File: src/rtl/pipe_hazard_ctrl_if.sv
// Signal bundle between the pipeline datapath and pipe_hazard_ctrl.
// master = datapath side (drives hazard inputs), slave = controller side.
interface pipe_hazard_ctrl_if;
  logic [4:0]  id_rs1;
  logic [4:0]  id_rs2;
  logic        id_use_rs1;
  logic        id_use_rs2;
  logic [4:0]  ex_rd;
  logic        ex_mem_read;
  logic        ex_branch_taken;
  logic        mem_req;
  logic        mem_ready;
  logic        dbg_halt;
  logic        dbg_resume;
  logic        pc_stall;
  logic        if_id_stall;
  logic        id_ex_stall;
  logic        ex_mem_stall;
  logic        if_id_flush;
  logic        id_ex_flush;
  logic        mem_wb_flush;
  logic        mem_timeout;
  logic        halted;
  logic [31:0] stall_cycles;

  modport master (
    output id_rs1, id_rs2, id_use_rs1, id_use_rs2, ex_rd, ex_mem_read,
           ex_branch_taken, mem_req, mem_ready, dbg_halt, dbg_resume,
    input  pc_stall, if_id_stall, id_ex_stall, ex_mem_stall, if_id_flush,
           id_ex_flush, mem_wb_flush, mem_timeout, halted, stall_cycles
  );

  modport slave (
    input  id_rs1, id_rs2, id_use_rs1, id_use_rs2, ex_rd, ex_mem_read,
           ex_branch_taken, mem_req, mem_ready, dbg_halt, dbg_resume,
    output pc_stall, if_id_stall, id_ex_stall, ex_mem_stall, if_id_flush,
           id_ex_flush, mem_wb_flush, mem_timeout, halted, stall_cycles
  );
endinterface

File: src/rtl/pipe_hazard_ctrl.sv
// Pipeline hazard controller: load-use stall, branch flush, memory-wait freeze with timeout, debug halt.
// Optional STALL_CNT_EN macro enables the saturating pc_stall cycle counter on stall_cycles.
module pipe_hazard_ctrl (
  input  logic               clk,
  input  logic               rst_n,
  pipe_hazard_ctrl_if.slave  bus
);

  typedef enum logic [1:0] {RUN, MEM_WAIT, HALT} state_e;

  state_e     state_q, state_d;
  logic [7:0] wait_q, wait_d;

  logic load_use;
  logic freeze;
  logic run_rules;
  logic pc_st, if_id_st, id_ex_fl, if_id_fl, tmo, hlt;

  assign load_use = bus.ex_mem_read && (bus.ex_rd != 5'd0) &&
                    ((bus.id_use_rs1 && (bus.id_rs1 == bus.ex_rd)) ||
                     (bus.id_use_rs2 && (bus.id_rs2 == bus.ex_rd)));

  always_comb begin
    state_d   = state_q;
    wait_d    = wait_q;
    freeze    = 1'b0;
    run_rules = 1'b0;
    tmo       = 1'b0;
    hlt       = 1'b0;
    unique case (state_q)
      RUN: begin
        if (bus.dbg_halt) begin
          freeze  = 1'b1;
          state_d = HALT;
        end else if (bus.mem_req && !bus.mem_ready) begin
          freeze  = 1'b1;
          state_d = MEM_WAIT;
          wait_d  = '0;
        end else begin
          run_rules = 1'b1;
        end
      end
      MEM_WAIT: begin
        // dbg_halt is deliberately not looked at here; RUN picks it up afterwards
        if (bus.mem_ready) begin
          run_rules = 1'b1;
          state_d   = RUN;
        end else if (wait_q == '1) begin
          tmo     = 1'b1;
          state_d = RUN;
        end else begin
          freeze = 1'b1;
          wait_d = wait_q + 8'd1;
        end
      end
      HALT: begin
        freeze = 1'b1;
        hlt    = 1'b1;
        if (bus.dbg_resume) state_d = RUN;
      end
      default: state_d = RUN;
    endcase
  end

  // Branch outranks load-use: a taken branch flushes and never stalls.
  always_comb begin
    pc_st    = freeze || (run_rules && !bus.ex_branch_taken && load_use);
    if_id_st = pc_st;
    if_id_fl = run_rules && bus.ex_branch_taken;
    id_ex_fl = run_rules && (bus.ex_branch_taken || load_use);
  end

  assign bus.pc_stall     = rst_n && pc_st;
  assign bus.if_id_stall  = rst_n && if_id_st;
  assign bus.id_ex_stall  = rst_n && freeze;
  assign bus.ex_mem_stall = rst_n && freeze;
  assign bus.if_id_flush  = rst_n && if_id_fl;
  assign bus.id_ex_flush  = rst_n && id_ex_fl;
  assign bus.mem_wb_flush = rst_n && freeze;
  assign bus.mem_timeout  = rst_n && tmo;
  assign bus.halted       = rst_n && hlt;

  always_ff @(posedge clk or negedge rst_n) begin
    if (!rst_n) begin
      state_q <= RUN;
      wait_q  <= '0;
    end else begin
      state_q <= state_d;
      wait_q  <= wait_d;
    end
  end

`ifdef STALL_CNT_EN
  logic [31:0] stall_cnt_q;

  always_ff @(posedge clk or negedge rst_n) begin
    if (!rst_n) begin
      stall_cnt_q <= '0;
    end else if (pc_st && (stall_cnt_q != '1)) begin
      stall_cnt_q <= stall_cnt_q + 32'd1;
    end
  end

  assign bus.stall_cycles = stall_cnt_q;
`else
  assign bus.stall_cycles = '0;
`endif

endmodule

File: src/flat_wrapper.sv
// flat-port wrapper written by rule: the top's interface ports become plain ports
module pipe_hazard_ctrl_flat 
  (clk, rst_n, bus_id_rs1, bus_id_rs2, bus_id_use_rs1, bus_id_use_rs2, bus_ex_rd, bus_ex_mem_read, bus_ex_branch_taken, bus_mem_req, bus_mem_ready, bus_dbg_halt, bus_dbg_resume, bus_pc_stall, bus_if_id_stall, bus_id_ex_stall, bus_ex_mem_stall, bus_if_id_flush, bus_id_ex_flush, bus_mem_wb_flush, bus_mem_timeout, bus_halted, bus_stall_cycles);
  pipe_hazard_ctrl_if bus_i ();
  input  logic clk;
  input  logic rst_n;
  input wire logic [$bits(bus_i.id_rs1)-1:0] bus_id_rs1;
  input wire logic [$bits(bus_i.id_rs2)-1:0] bus_id_rs2;
  input wire logic [$bits(bus_i.id_use_rs1)-1:0] bus_id_use_rs1;
  input wire logic [$bits(bus_i.id_use_rs2)-1:0] bus_id_use_rs2;
  input wire logic [$bits(bus_i.ex_rd)-1:0] bus_ex_rd;
  input wire logic [$bits(bus_i.ex_mem_read)-1:0] bus_ex_mem_read;
  input wire logic [$bits(bus_i.ex_branch_taken)-1:0] bus_ex_branch_taken;
  input wire logic [$bits(bus_i.mem_req)-1:0] bus_mem_req;
  input wire logic [$bits(bus_i.mem_ready)-1:0] bus_mem_ready;
  input wire logic [$bits(bus_i.dbg_halt)-1:0] bus_dbg_halt;
  input wire logic [$bits(bus_i.dbg_resume)-1:0] bus_dbg_resume;
  output wire logic [$bits(bus_i.pc_stall)-1:0] bus_pc_stall;
  output wire logic [$bits(bus_i.if_id_stall)-1:0] bus_if_id_stall;
  output wire logic [$bits(bus_i.id_ex_stall)-1:0] bus_id_ex_stall;
  output wire logic [$bits(bus_i.ex_mem_stall)-1:0] bus_ex_mem_stall;
  output wire logic [$bits(bus_i.if_id_flush)-1:0] bus_if_id_flush;
  output wire logic [$bits(bus_i.id_ex_flush)-1:0] bus_id_ex_flush;
  output wire logic [$bits(bus_i.mem_wb_flush)-1:0] bus_mem_wb_flush;
  output wire logic [$bits(bus_i.mem_timeout)-1:0] bus_mem_timeout;
  output wire logic [$bits(bus_i.halted)-1:0] bus_halted;
  output wire logic [$bits(bus_i.stall_cycles)-1:0] bus_stall_cycles;
  assign bus_i.id_rs1 = bus_id_rs1;
  assign bus_i.id_rs2 = bus_id_rs2;
  assign bus_i.id_use_rs1 = bus_id_use_rs1;
  assign bus_i.id_use_rs2 = bus_id_use_rs2;
  assign bus_i.ex_rd = bus_ex_rd;
  assign bus_i.ex_mem_read = bus_ex_mem_read;
  assign bus_i.ex_branch_taken = bus_ex_branch_taken;
  assign bus_i.mem_req = bus_mem_req;
  assign bus_i.mem_ready = bus_mem_ready;
  assign bus_i.dbg_halt = bus_dbg_halt;
  assign bus_i.dbg_resume = bus_dbg_resume;
  assign bus_pc_stall = bus_i.pc_stall;
  assign bus_if_id_stall = bus_i.if_id_stall;
  assign bus_id_ex_stall = bus_i.id_ex_stall;
  assign bus_ex_mem_stall = bus_i.ex_mem_stall;
  assign bus_if_id_flush = bus_i.if_id_flush;
  assign bus_id_ex_flush = bus_i.id_ex_flush;
  assign bus_mem_wb_flush = bus_i.mem_wb_flush;
  assign bus_mem_timeout = bus_i.mem_timeout;
  assign bus_halted = bus_i.halted;
  assign bus_stall_cycles = bus_i.stall_cycles;
  pipe_hazard_ctrl u_core (.clk(clk), .rst_n(rst_n), .bus(bus_i));
endmodule
File: config.mk
export PLATFORM = sky130hd
export DESIGN_NAME = pipe_hazard_ctrl_flat
export DESIGN_NICKNAME = d
export VERILOG_FILES = /design/src/rtl/pipe_hazard_ctrl_if.sv /design/src/rtl/pipe_hazard_ctrl.sv /design/src/flat_wrapper.sv
export SDC_FILE = /design/constraint.sdc
export NUM_CORES = 1
export LEC_CHECK = 0
export CAP_MARGIN = 40
export CORE_UTILIZATION = 25
export CTS_BUF_LIST = sky130_fd_sc_hd__clkbuf_8
export DETAILED_ROUTE_END_ITERATION = 10
export PLACE_DENSITY = 0.6
export SLEW_MARGIN = 30
export SYNTH_ARGS = -nofsm -noshare
export SYNTH_HDL_FRONTEND = slang
export SYNTH_SLANG_ARGS = --single-unit
File: constraint.sdc
create_clock -name clk -period 2.3 [get_ports clk]
set_input_delay 0.23 -clock clk [delete_from_list [all_inputs] [get_ports clk]]
set_output_delay 0.23 -clock clk [all_outputs]
set_load 0.1 [all_outputs]
======== Yosys cells after proc, flatten, opt, wreduce, memory -nomap -nowiden ========
Index checks and enable logic that the tools add are counted.
word-level totals
  register bits after elaboration ......... 10
  input port bits ......................... 25
  logic and storage cells ................. 64
  output and inout port bits .............. 41
operators by class
  reductions and logical operators ........ 25
  muxes and demuxes ....................... 24
  add/sub/neg operators ................... 1
  eq/ne operators ......................... 12
operators with widths
  cell                   count
  $mux W8                4
  $pmux W8 S2            1
  $logic_and A1 B1 Y1    15
  $mux W1                11
  $eq A5 B5 Y1           2
  $mux W2                5
  $add A8 B1 Y8 const B  1
  $eq A8 B8 Y1 const B   1
  $ne A2 B2 Y1 const B   4
  $ne A3 B2 Y1 const B   2
  $pmux W2 S3            1
  $reduce_and A5 Y1      1
  $reduce_bool A5 Y1     1
  $logic_or A1 B1 Y1     3
  $pmux W1 S3            1
  $reduce_and A3 Y1      1
  $eq A2 B1 Y1 const B   1
  $eq A2 B2 Y1 const B   1
  $logic_not A1 Y1       2
  $logic_not A2 Y1       1
  $ne A2 B1 Y1 const B   1
  $pmux W1 S2            1
  $reduce_bool A2 Y1     1

======== Longest topological paths before layout ========
  word-level depth ........................ 9
  gate-level depth with buffers ........... 7
  mapped depth without buffers ............ 6

======== Worst setup path after synthesis ========
OpenSTA, ideal clock, no wires.
  kind .................................... input-to-output
  start point ............................. in bus_ex_rd[4]
  end point ............................... out bus_pc_stall
  data required time ...................... 2,070 ps
  path buffers ............................ 1
  data arrival time ....................... 4,661 ps
  stages on the path ...................... 5
  setup slack ............................. -2,591 ps
  cells stage by stage .................... xor2_1 nor4_1 a32oi_1 o41ai_1 buf_4
on the way
  cells in the longest elaborated chain, start to end .. 7
  elaborated cells between the ends (all ways) .. 11
  those cells by class .................... eq/ne: 2; reduce/logical: 9
ends and longest elaborated chain
  what                                    RTL line                                        RTL
  from (decl)                             flat_wrapper.sv:11                              input wire logic [$bits(bus_i.ex_rd)-1:0] bus_ex_rd;
  $eq A5 B5 Y1 (on tied branches)         pipe_hazard_ctrl.sv:20, pipe_hazard_ctrl.sv:21
  $logic_and A1 B1 Y1 (on tied branches)  pipe_hazard_ctrl.sv:20, pipe_hazard_ctrl.sv:21
  $logic_or A1 B1 Y1                      pipe_hazard_ctrl.sv:20                          ((bus.id_use_rs1 && (bus.id_rs1 == bus.ex_rd)) ||
  $logic_and A1 B1 Y1 *                   pipe_hazard_ctrl.sv:19                          assign load_use = bus.ex_mem_read && (bus.ex_rd != 5'd0) &&
  $logic_and A1 B1 Y1 *                   pipe_hazard_ctrl.sv:67                          pc_st = freeze || (run_rules && !bus.ex_branch_taken && load_use);
  $logic_or A1 B1 Y1 *                    pipe_hazard_ctrl.sv:67
  $logic_and A1 B1 Y1 *                   n/a
  to (decl)                               flat_wrapper.sv:18                              output wire logic [$bits(bus_i.pc_stall)-1:0] bus_pc_stall;
Every way passes the cells marked *; elsewhere a longest branch is shown, timed or not.

======== Final worst setup path ========
  start point ............................. in bus_ex_rd[3]
  end point ............................... out bus_if_id_stall
on the way
  cells in the longest elaborated chain, start to end .. 7
  elaborated cells between the ends (all ways) .. 11
  those cells by class .................... eq/ne: 2; reduce/logical: 9
ends and longest elaborated chain
  what                                    RTL line                                        RTL
  $eq A5 B5 Y1 (on tied branches)         pipe_hazard_ctrl.sv:20, pipe_hazard_ctrl.sv:21
  $logic_and A1 B1 Y1 (on tied branches)  pipe_hazard_ctrl.sv:20, pipe_hazard_ctrl.sv:21
  $logic_or A1 B1 Y1                      pipe_hazard_ctrl.sv:20
  $logic_and A1 B1 Y1 *                   pipe_hazard_ctrl.sv:19
  $logic_and A1 B1 Y1 *                   pipe_hazard_ctrl.sv:67
  $logic_or A1 B1 Y1 *                    pipe_hazard_ctrl.sv:67
  $logic_and A1 B1 Y1 *                   pipe_hazard_ctrl.sv:74                          assign bus.if_id_stall = rst_n && if_id_st;
  to (decl)                               flat_wrapper.sv:19                              output wire logic [$bits(bus_i.if_id_stall)-1:0] bus_if_id_stall;
Marks and branches as above.

==> impl_metrics.csv <==
group,metric,value,unit
yosys,yosysMostFrequentCell,"buf_4",
floorplan,core_area,3770,um^2
timing,finClkSkew,0.00199,ns
timing,hold_violations,0,
placed_design,placed_cell_area,1410,um^2
timing,finalCritPeriodShare,0.959,
drt,avgViaCountPerCell,4.27,
yosys,avgSynthCellArea,8.73,um^2
yosys,synthCells,116,
placed_design,dp_hpwl,1810,um
timing,tns,0,ns
setup_path,crit_path_end_kind,"primary output",
yosys,ys_top_cells_by_count,"buf_4 (35), dfrtp_1 (10), xor2_1 (8), nor2_1 (7), nand2_1 (5)",
yosys,synth.yosys.seq_area_share,0.247,
final_layout,drive_above_1_share,0.200,
floorplan,io_pins,66,
timing,rsz0062_at_grt,"false",
global_routing,grt_pass1_wl,3250,um
yosys,async_flop_share,1.00,
setup_path,cp_data_required_time,2.07,ns
global_routing,grt_start_max_net_pins,15,
final_layout,fin_nets,183,
global_routing,grt_pass1_vias,718,
clocking,cts_sinks,10,
clocking,clk_pin_slew,0.05,ns
yosys,synth.ff_latch_count,10,
final_layout,regArea,250,um^2
floorplan,dieArea,4310,um^2
timing,period_minus_slack,2.21,ns
placed_design,pre_cts_slack,-0.114,ns
setup_path,cp.arrival,1.98,ns
setup_path,slowest_stage,"clkdlybuf4s50_1",
final_layout,fillerInstances,379,
drt,vias,866,
setup_path,crit_family,"buffers and inverters",
floorplan,rows,22,
final_layout,multi_input_area,646,um^2
clocking,cts_buffer_depth,2,
drt,drt-initial-drc-count,13,
pwr,combPwrFrac,0.594,
worst_hold_path,hp-class,"input port to async pin",
yosys,synth_top_area_share,0.260,
pwr,ir_drop,225,uV
yosys,synth_edf_count,0,
placed_design,io_buffers,33,
setup_path,worstPathMaxFanout,3,
pwr,powerDensity,644,nW/um^2
drt,wire_per_inst,10.8,um
timing,layout_setup_ws,0.0949,ns
clocking,h-tree-depth,1,
yosys,synth_area,1010,um^2
floorplan,die_height,65.6,um
setup_path,crit_type,"input port to primary output",
setup_path,crit_path_cell_trace,"clkdlybuf4s50_1 > xor2_1 > nor4_2 > a32oi_2 > o41ai_4 > buf_4 > buf_12",
setup_path,critPathLaunchType,"input port",
pwr,sw_frac_of_total,0.531,
final_layout,syn_to_final_growth,48.6,%
setup_path,slowest_delay,0.47,ns
timing,finalMaxSlewViolations,0,
drt,detail-route-antenna-nets,0,
run_status,status,"finished clean",
timing,finalSetupViolCount,0,
clocking,root_buffer,"clkbuf_8",
flow_run,cap_violations,0,
yosys,synth_cell_types,38,
setup_path,critPathBufInv,3,
global_routing,grt_usage,0.101,
pwr,clkPwrFrac,0.184,
yosys,yosysTopAreaCell,"buf_4",
yosys,ys.warnings.count,0,
drt,drt-pass1-iter-count,4,
yosys,netlist_top_cells_area,"buf_4 (26%), dfrtp_1 (25%), xor2_1 (6.9%)",
final_layout,num_antenna_cells,0,
clocking,numCtsBuffers,3,
clocking,clkLatencyLatePin,0.23,ns
floorplan,dieWidth,65.6,um
pwr,seq_power_share,0.222,
global_routing,grt_antenna_before_repair,0,
yosys,ys.flop_type,"dfrtp_1",
final_layout,stdcell_area,1500,um^2
pwr,p_sw,514,uW
pwr,p_leak,0.000751,uW
clocking,cts_tree,"yes",
placed_design,routabilityCongestion,0.785,
floorplan,start_util,0.268,
global_routing,grt_remaining_overflow,0,
timing,fmax,0.453,GHz
pwr,internal_power,455,uW
drt,drt_wl_total,2190,um
drt,post-route-drc-count,0,
what timing repair did:
action | in CTS | in global routing
pin swaps | 3 | 4
resized for setup | 2 | 8
setup endpoints to repair | 2 | 2
hold buffers | 0 | 0
gates cloned | 0 | 0
setup buffers | 2 | 0
routing by layer:
layer	vias up	part of all wire	track usage	wire, um
met5	-	0	0	0
met4	0	0.011	0.0299	24
met3	5	0.066	0.0451	145
met2	36	0.51	0.162	1110
met1	403	0.41	0.118	908
li1	422	-	-	-
power groups by stage:
stage | registers (uW) | logic [uW] | clock network [uW]
after detailed placement | 218 | 565 | 0
after CTS | 215 | 573 | 186
after global routing | 218 | 596 | 199
final | 215 | 575 | 178
after floorplan | 214 | 470 | 0
after global placement | 217 | 562 | 0
registers in the layout (all words and copies together) (netlist names):
| signal | flops |
|---|---|
| u_core.wait_q | 8 |
| u_core.state_q | 2 |
through the flow:
| stage | power, uW | utilization | hold slack [ns] | cells |
|---|---|---|---|---|
| finish | 968 | 0.399 | 0.402 | 203 |
| global route | 1010 | 0.399 | 0.410 | 203 |
| CTS | 974 | 0.390 | 0.395 | 203 |
| detailed placement | 783 | 0.374 | 0.506 | 198 |
| global placement | 778 | 0.374 | 0.503 | 198 |
| floorplan | 684 | - | -0.0656 | 147 |
placed cells by master (no fill, tap or decap), types with 2 or more instances in the layout:
cell	count
o21ai_0	2
nor2_1	7
xor2_1	7
a22o_1	2
dfrtp_1	10
nor4_2	2
buf_12	9
a21oi_1	2
dlymetal6s2s_1	5
clkdlybuf4s50_1	18
buf_4	8
and3_1	3
a221o_1	3
inv_1	3
nand2b_1	2
nand2_1	5
nand3_1	2
clkbuf_8	3
conb_1	32
xnor2_1	3
nand4_1	2
worst register-to-register path, delay by kind of cell (launching register included):
kind	cells	cell delay, ns
AO/OA/AOI/OAI	3	0.62
flip-flops	1	0.46
buffers and inverters	1	0.17
AND/OR/NAND/NOR	1	0.31
cell families (layout without fill, tap and decap cells):
logic type | Yosys count | count (layout) | synth area share
DFF | 10 | 10 | 0.247
other | 1 | 32 | 0.00370
buffers and inverters | 40 | 48 | 0.286
adders and majority gates | 1 | 1 | 0.0124
and+or+nand+nor | 31 | 31 | 0.177
xor gates and xnor gates | 11 | 11 | 0.0952
AOI/OAI and AO/OA | 21 | 21 | 0.169
muxes | 1 | 1 | 0.00989
final timing paths:
kind / cells after the start / endpoint / from / slack [ns]
worst max-delay path: 7 / bus_if_id_stall / bus_ex_rd[3] / 0.09
worst min-delay path: 2 / u_core.wait_q[6] / rst_n / 0.40
worst max register to register: 5 / u_core.wait_q[3] / u_core.state_q[0] / 0.63
worst min register to register: 1 / u_core.wait_q[6] / u_core.wait_q[6] / 0.52
max in group asynchronous: 2 / u_core.wait_q[0] / rst_n / 1.74
min in group clk: 1 / u_core.wait_q[6] / u_core.wait_q[6] / 0.52
final cells by class:
cell class                      instances  share of cell area
Multi-Input combinational cell         97               0.429
Clock buffer                            3              0.0275
Sequential cell                        10               0.166
Timing Repair Buffer                   41               0.327
Tap cell                               48              0.0399
Inverter                                4             0.00998
No activity file was read; power rests on OpenSTA's default activity.
